===== src/rtl/pipe_ctrl.sv =====
// Pipeline hazard/flush controller: load-use interlock, fixed-latency div/mod
// occupancy of EX, branch and exception flushes, and a stall-cycle counter.
module pipe_ctrl #(
  parameter int DIV_CYCLES = 17
) (
  input  logic        aclk,
  input  logic        aresetn,
  input  logic        ex_valid,
  input  logic        ex_fire,
  input  logic        ex_load,
  input  logic [4:0]  ex_rd,
  input  logic        ex_div,
  input  logic [4:0]  id_rj,
  input  logic [4:0]  id_rk,
  input  logic        ex_br_redirect,
  input  logic        wb_exc,
  output logic        if_ready_go,
  output logic        id_ready_go,
  output logic        ex_ready_go,
  output logic        if_flush,
  output logic        id_flush,
  output logic        ex_flush,
  output logic        mem_flush,
  output logic [1:0]  state,
  output logic [31:0] stall_cnt
);

  typedef enum logic [1:0] {
    ST_RUN = 2'd0,
    ST_DIV = 2'd1,
    ST_EXC = 2'd2
  } state_t;

  localparam logic [7:0] CNT_LOAD = 8'(DIV_CYCLES - 1);

  state_t      r_state;
  state_t      w_state_nxt;
  logic [7:0]  r_cnt;
  logic [7:0]  w_cnt_nxt;
  logic        r_div_done;
  logic        w_div_done_nxt;
  logic [31:0] r_stall_cnt;

  logic        w_load_use;
  logic        w_div_start;
  logic        w_cnt_zero;
  logic        w_stall;

  assign w_load_use  = ex_valid && ex_load && (ex_rd != 5'd0) &&
                       ((ex_rd == id_rj) || (ex_rd == id_rk));
  assign w_div_start = ex_valid && ex_div && !r_div_done;
  assign w_cnt_zero  = (r_cnt == 8'd0);

  always_ff @(posedge aclk or negedge aresetn) begin
    if (!aresetn) begin
      r_state    <= ST_RUN;
      r_cnt      <= 8'd0;
      r_div_done <= 1'b0;
    end else begin
      r_state    <= w_state_nxt;
      r_cnt      <= w_cnt_nxt;
      r_div_done <= w_div_done_nxt;
    end
  end

  // An exception overrides everything else, so it is applied last.
  always_comb begin
    w_state_nxt    = r_state;
    w_cnt_nxt      = r_cnt;
    w_div_done_nxt = r_div_done;
    if (ex_fire) begin
      w_div_done_nxt = 1'b0;
    end
    case (r_state)
      ST_RUN: begin
        if (w_div_start) begin
          w_state_nxt = ST_DIV;
          w_cnt_nxt   = CNT_LOAD;
        end
      end
      ST_DIV: begin
        if (w_cnt_zero) begin
          w_state_nxt    = ST_RUN;
          w_div_done_nxt = !ex_fire;
        end else begin
          w_cnt_nxt = r_cnt - 8'd1;
        end
      end
      ST_EXC: begin
        w_state_nxt = ST_RUN;
      end
      default: begin
        w_state_nxt = ST_RUN;
      end
    endcase
    if (wb_exc) begin
      w_state_nxt    = ST_EXC;
      w_cnt_nxt      = 8'd0;
      w_div_done_nxt = 1'b0;
    end
  end

  // Reset must present a fully flushed, free-running pipeline without a clock.
  always_comb begin
    if_ready_go = 1'b1;
    id_ready_go = 1'b1;
    ex_ready_go = 1'b1;
    if_flush    = 1'b1;
    id_flush    = 1'b1;
    ex_flush    = 1'b1;
    mem_flush   = 1'b1;
    if (aresetn) begin
      if_ready_go = (r_state != ST_EXC);
      id_ready_go = !w_load_use;
      ex_ready_go = (r_state != ST_DIV) || w_cnt_zero;
      if_flush    = wb_exc || ex_br_redirect;
      id_flush    = wb_exc || ex_br_redirect;
      ex_flush    = wb_exc;
      mem_flush   = wb_exc;
    end
  end

  assign w_stall = (!id_ready_go || !ex_ready_go) && !wb_exc;

  always_ff @(posedge aclk or negedge aresetn) begin
    if (!aresetn) begin
      r_stall_cnt <= 32'd0;
    end else if (w_stall && (r_stall_cnt != 32'hFFFF_FFFF)) begin
      r_stall_cnt <= r_stall_cnt + 32'd1;
    end
  end

  assign state     = r_state;
  assign stall_cnt = r_stall_cnt;

endmodule


===== config.mk =====
export PLATFORM = sky130hd
export DESIGN_NAME = pipe_ctrl
export DESIGN_NICKNAME = d
export VERILOG_FILES = /design/src/rtl/pipe_ctrl.sv
export SDC_FILE = /design/constraint.sdc
export NUM_CORES = 1
export LEC_CHECK = 0
export CAP_MARGIN = 15
export CELL_PAD_IN_SITES_DETAIL_PLACEMENT = 1
export CELL_PAD_IN_SITES_GLOBAL_PLACEMENT = 2
export CORE_UTILIZATION = 29
export DETAILED_ROUTE_END_ITERATION = 12
export MAX_ROUTING_LAYER = met4
export PLACE_DENSITY_LB_ADDON = 0.15
export SLEW_MARGIN = 20
export SYNTH_ARGS = -nofsm -noshare
export SYNTH_HDL_FRONTEND = slang
export SYNTH_SLANG_ARGS = --single-unit

===== constraint.sdc =====
create_clock -name aclk -period 2.43 [get_ports aclk]
set_input_delay 0.3645 -clock aclk [delete_from_list [all_inputs] [get_ports aclk]]
set_output_delay 0.3645 -clock aclk [all_outputs]
set_load 0.005 [all_outputs]

==> parameters.txt <==
Parameter                              Value

Routing
  Detailed-route via count ... 1872
  Via density per instance ... 4.69
  Aggregate routed wire length ... 5.84 mm
  TritonRoute pass-1 iters ... 4
  DR WL/cell ... 14.6 um
  Antenna Nets Post-Route ... 0
  Drc violations ... 0
  Number of DRC markers in iteration 0 ... 61

Global routing
  Number of antenna violations at the first check in global routing ... 0
  Global Route Usage Sum ... 16.0%
  Grt ovf ... 0
  GR Util met1 ... 21.3%
  First-pass GRT wire length ... 10.2 mm
  Met3 demand-to-capacity share in global routing ... 2.78%
  Pin count of the biggest net entering global routing ... 32
  Busiest layer in global routing ... met2
  Vias in the first global route ... 2015
  Met2 Track Usage GR ... 24.7%

Worst setup path
  Data required time at the worst endpoint ... 2070 ps
  Reg2reg start ... r_cnt[4]
  Critical R2R Capture ... r_cnt[5]
  Kind of capture point of the worst setup path ... output port
  Length in cells of the worst reg-to-reg path ... 9
  WS Path Type ... in2out
  Kind of launch point of the worst setup path ... primary input
  CP arrival ... 1970 ps
  R2r setup slk ... 190 ps
  Maximum fanout count along the critical path ... 3

Pwr
  Power density of the placed cells ... 508 mW/mm^2
  P_sw ... 431 uW
  Power share of the combinational group ... 18.3%
  Leakage Power ... 1.39 nW
  Worst IR drop on VDD ... 0.249 mV
  Clk network pwr share ... 34.9%
  Cell-internal power ... 1.22 mW
  Share of total power consumed by net switching ... 26.1%
  Relative contribution of sequential cells to total power ... 46.8%

Clocking
  Clock transition at the registers of the reported paths ... 90 ps
  Post-CTS setup buffers ... 0
  Number of buffers inserted during clock tree synthesis ... 5
  Root Driver ... sky130_fd_sc_hd__clkbuf_8
  TritonCTS clock tree ... yes
  TritonCTS Sinks ... 43
  Number of buffers between clock root and the deepest sink ... 2
  Number of hold buffers added after cts ... 0
  Count of H-tree levels built during CTS ... 2
  Insertion delay to the later sink of the worst-skew pair ... 300 ps

Synth
  Syn Inst Count ... 218
  Syn Nets ... 244
  Async set-or-reset flop fraction in the synthesized netlist ... 100%
  Sequential share of the synthesized area ... 47.4%
  Total standard cell area after synthesis ... 0.00227 mm^2
  Average cell area after synthesis ... 10.4 um^2
  Number of enable flip-flop cells after synthesis ... 0
  Post-synthesis sequential element count ... 43
  Unique cell type count in the Yosys netlist ... 37
  Most used standard cell by instance count after synthesis ... sky130_fd_sc_hd__dfrtp_1
  Post-synth top area share ... 47.4%
  Main area contributors after synthesis ... sky130_fd_sc_hd__dfrtp_1 (47%), sky130_fd_sc_hd__xnor2_1 (14%), sky130_fd_sc_hd__nand3_1 (4.9%)
  Most used flip-flop cell after synthesis ... sky130_fd_sc_hd__dfrtp_1
  Dominant cell type by area after synthesis ... sky130_fd_sc_hd__dfrtp_1
  Synthesis warning total ... 0
  Synth cell count leaders ... sky130_fd_sc_hd__dfrtp_1 (43), sky130_fd_sc_hd__xnor2_1 (36), sky130_fd_sc_hd__nand3_1 (22), sky130_fd_sc_hd__nand2_1 (15)

Final layout
  Layout net count ... 325
  Area growth, synth to finish ... 43.2%
  Number of antenna diodes ... 0
  Share of cells above drive strength 1 ... 14.7%
  Final design area excluding fillers ... 0.00325 mm^2
  Final cell count without fillers ... 399

Timing
  Count of final max-slew check failures ... 0
  Relative slew slack ... 68.9%
  Slew of the pin with the lowest slew margin ... 463 ps
  Setup Total Neg Slack ... 0 ps
  Number of setup violations in the final report ... 0
  Min Clock Period, post-route ... 2340 ps
  Hold violation count in the final report ... 0
  Worst Skew ... 11.7 ps
  Fraction of the cycle the final worst path needs ... 96.3%
  Achievable Freq ... 428 MHz

Die
  Initial core utilization ... 30.6%
  Core area ... 0.00741 mm^2
  Number of placement rows ... 31
  IO Count ... 64
  Width of the chip ... 90.4 um
  Die height ... 90.4 um
  Full die area ... 0.00818 mm^2

Run
  Reported max-cap violation count ... 0

Placed design
  # port buffers ... 63
  Placed Instances ... 391
  Instance area at placement ... 0.00311 mm^2
  Placed wire-length estimate ... 4.40 mm
  Final weighted congestion in routability-driven placement ... 0.710

Status
  Status ... finished, final reports clean

Min path
  Path class of the lowest-slack min-delay path ... in2async
-- worst max-delay path, cell delays in order --
cell,delay (ps)
sky130_fd_sc_hd__clkdlybuf4s50_1,550
sky130_fd_sc_hd__xnor2_1,140
sky130_fd_sc_hd__nand3_1,100
sky130_fd_sc_hd__nor3_1,240
sky130_fd_sc_hd__o21ai_2,120
sky130_fd_sc_hd__clkdlybuf4s50_1,470
-- registers in the layout (all words and copies together), names as in the netlist --
name        flops
stall_cnt      32
r_div_done      1
r_cnt           8
state           2
-- cell usage in the layout (no fill, tap or decap), types with 5 or more instances in the layout --
master / n
sky130_fd_sc_hd__xor2_1: 9
sky130_fd_sc_hd__xnor2_1: 36
sky130_fd_sc_hd__inv_1: 5
sky130_fd_sc_hd__nand4_1: 11
sky130_fd_sc_hd__nand3_1: 22
sky130_fd_sc_hd__and3_1: 11
sky130_fd_sc_hd__nand2_1: 15
sky130_fd_sc_hd__nor3_1: 6
sky130_fd_sc_hd__buf_4: 19
sky130_fd_sc_hd__nor2_1: 11
sky130_fd_sc_hd__dfrtp_1: 43
sky130_fd_sc_hd__clkdlybuf4s50_1: 61
sky130_fd_sc_hd__clkbuf_8: 5
-- layout make-up --
cell class                 instances  area, um^2
timing repair buffer              83         787
clock inverter                     3        43.8
tap                               99         124
clock buffer                       5        68.8
multi-input combinational        161        1130
sequential                        43        1080
fill                             843        4160
inverter                           5        18.8
-- how the worst max path moves through the flow --
stage                    to  cells past startpoint  slack [ps]          from
6_report        id_ready_go                      6          90      ex_rd[4]
5_1_grt         id_ready_go                      6          -4      ex_rd[4]
4_1_cts         ex_ready_go                      6          10      r_cnt[4]
3_5_place_dp    id_ready_go                      6         -80      ex_rd[4]
3_3_place_gp    id_ready_go                      6         -20      ex_rd[4]
2_1_floorplan  stall_cnt[3]                     10         220  stall_cnt[0]
-- stage by stage --
step / setup slack, ps / hold slack (ps) / utilization (%) / power (mW)
after floorplan: 220 / 68.9 / - / 0.903
after global placement: -17.3 / 420 / 42.0 / 1.07
after global routing: -3.50 / 108 / 43.9 / 1.74
after detailed placement: -80.9 / 422 / 42.0 / 1.08
final: 90.8 / 83.2 / 43.9 / 1.65
after CTS: 14.0 / 87.7 / 43.5 / 1.67
-- power by group through the flow --
stage                     sequential (mW)  combinational [mW]  clock, mW
after floorplan                     0.789               0.114          0
after global placement              0.781               0.294          0
after detailed placement            0.783               0.298          0
after CTS                           0.770               0.304      0.601
after global routing                0.776               0.338      0.630
final                               0.772               0.303      0.575
-- kinds of logic after synthesis --
logic type,count (synthesis),synth area share [%]
AND/OR/NAND/NOR,97,23.9
XOR/XNOR,45,17.4
adder cells (fa/ha/maj),3,1.65
AO/OA/AOI/OAI,14,4.63
buffers and inverters,14,4.03
multiplexers,2,0.938
flip-flops,43,47.4
-- what timing repair did --
action                     CTS  global route
hold endpoints to repair     0             0
setup endpoints to repair    2             3
gates resized for setup      3             4
pin swaps                    1             2
-- per-layer routing --
metal | vias up | part of all wire [%]
met2 | 27 | 48
met3 | 5 | 2.5
met5 | - | 0
met1 | 928 | 48
met4 | 0 | 1.0
li1 | 912 | -
Note: power is estimated with default switching activity, not from simulation.
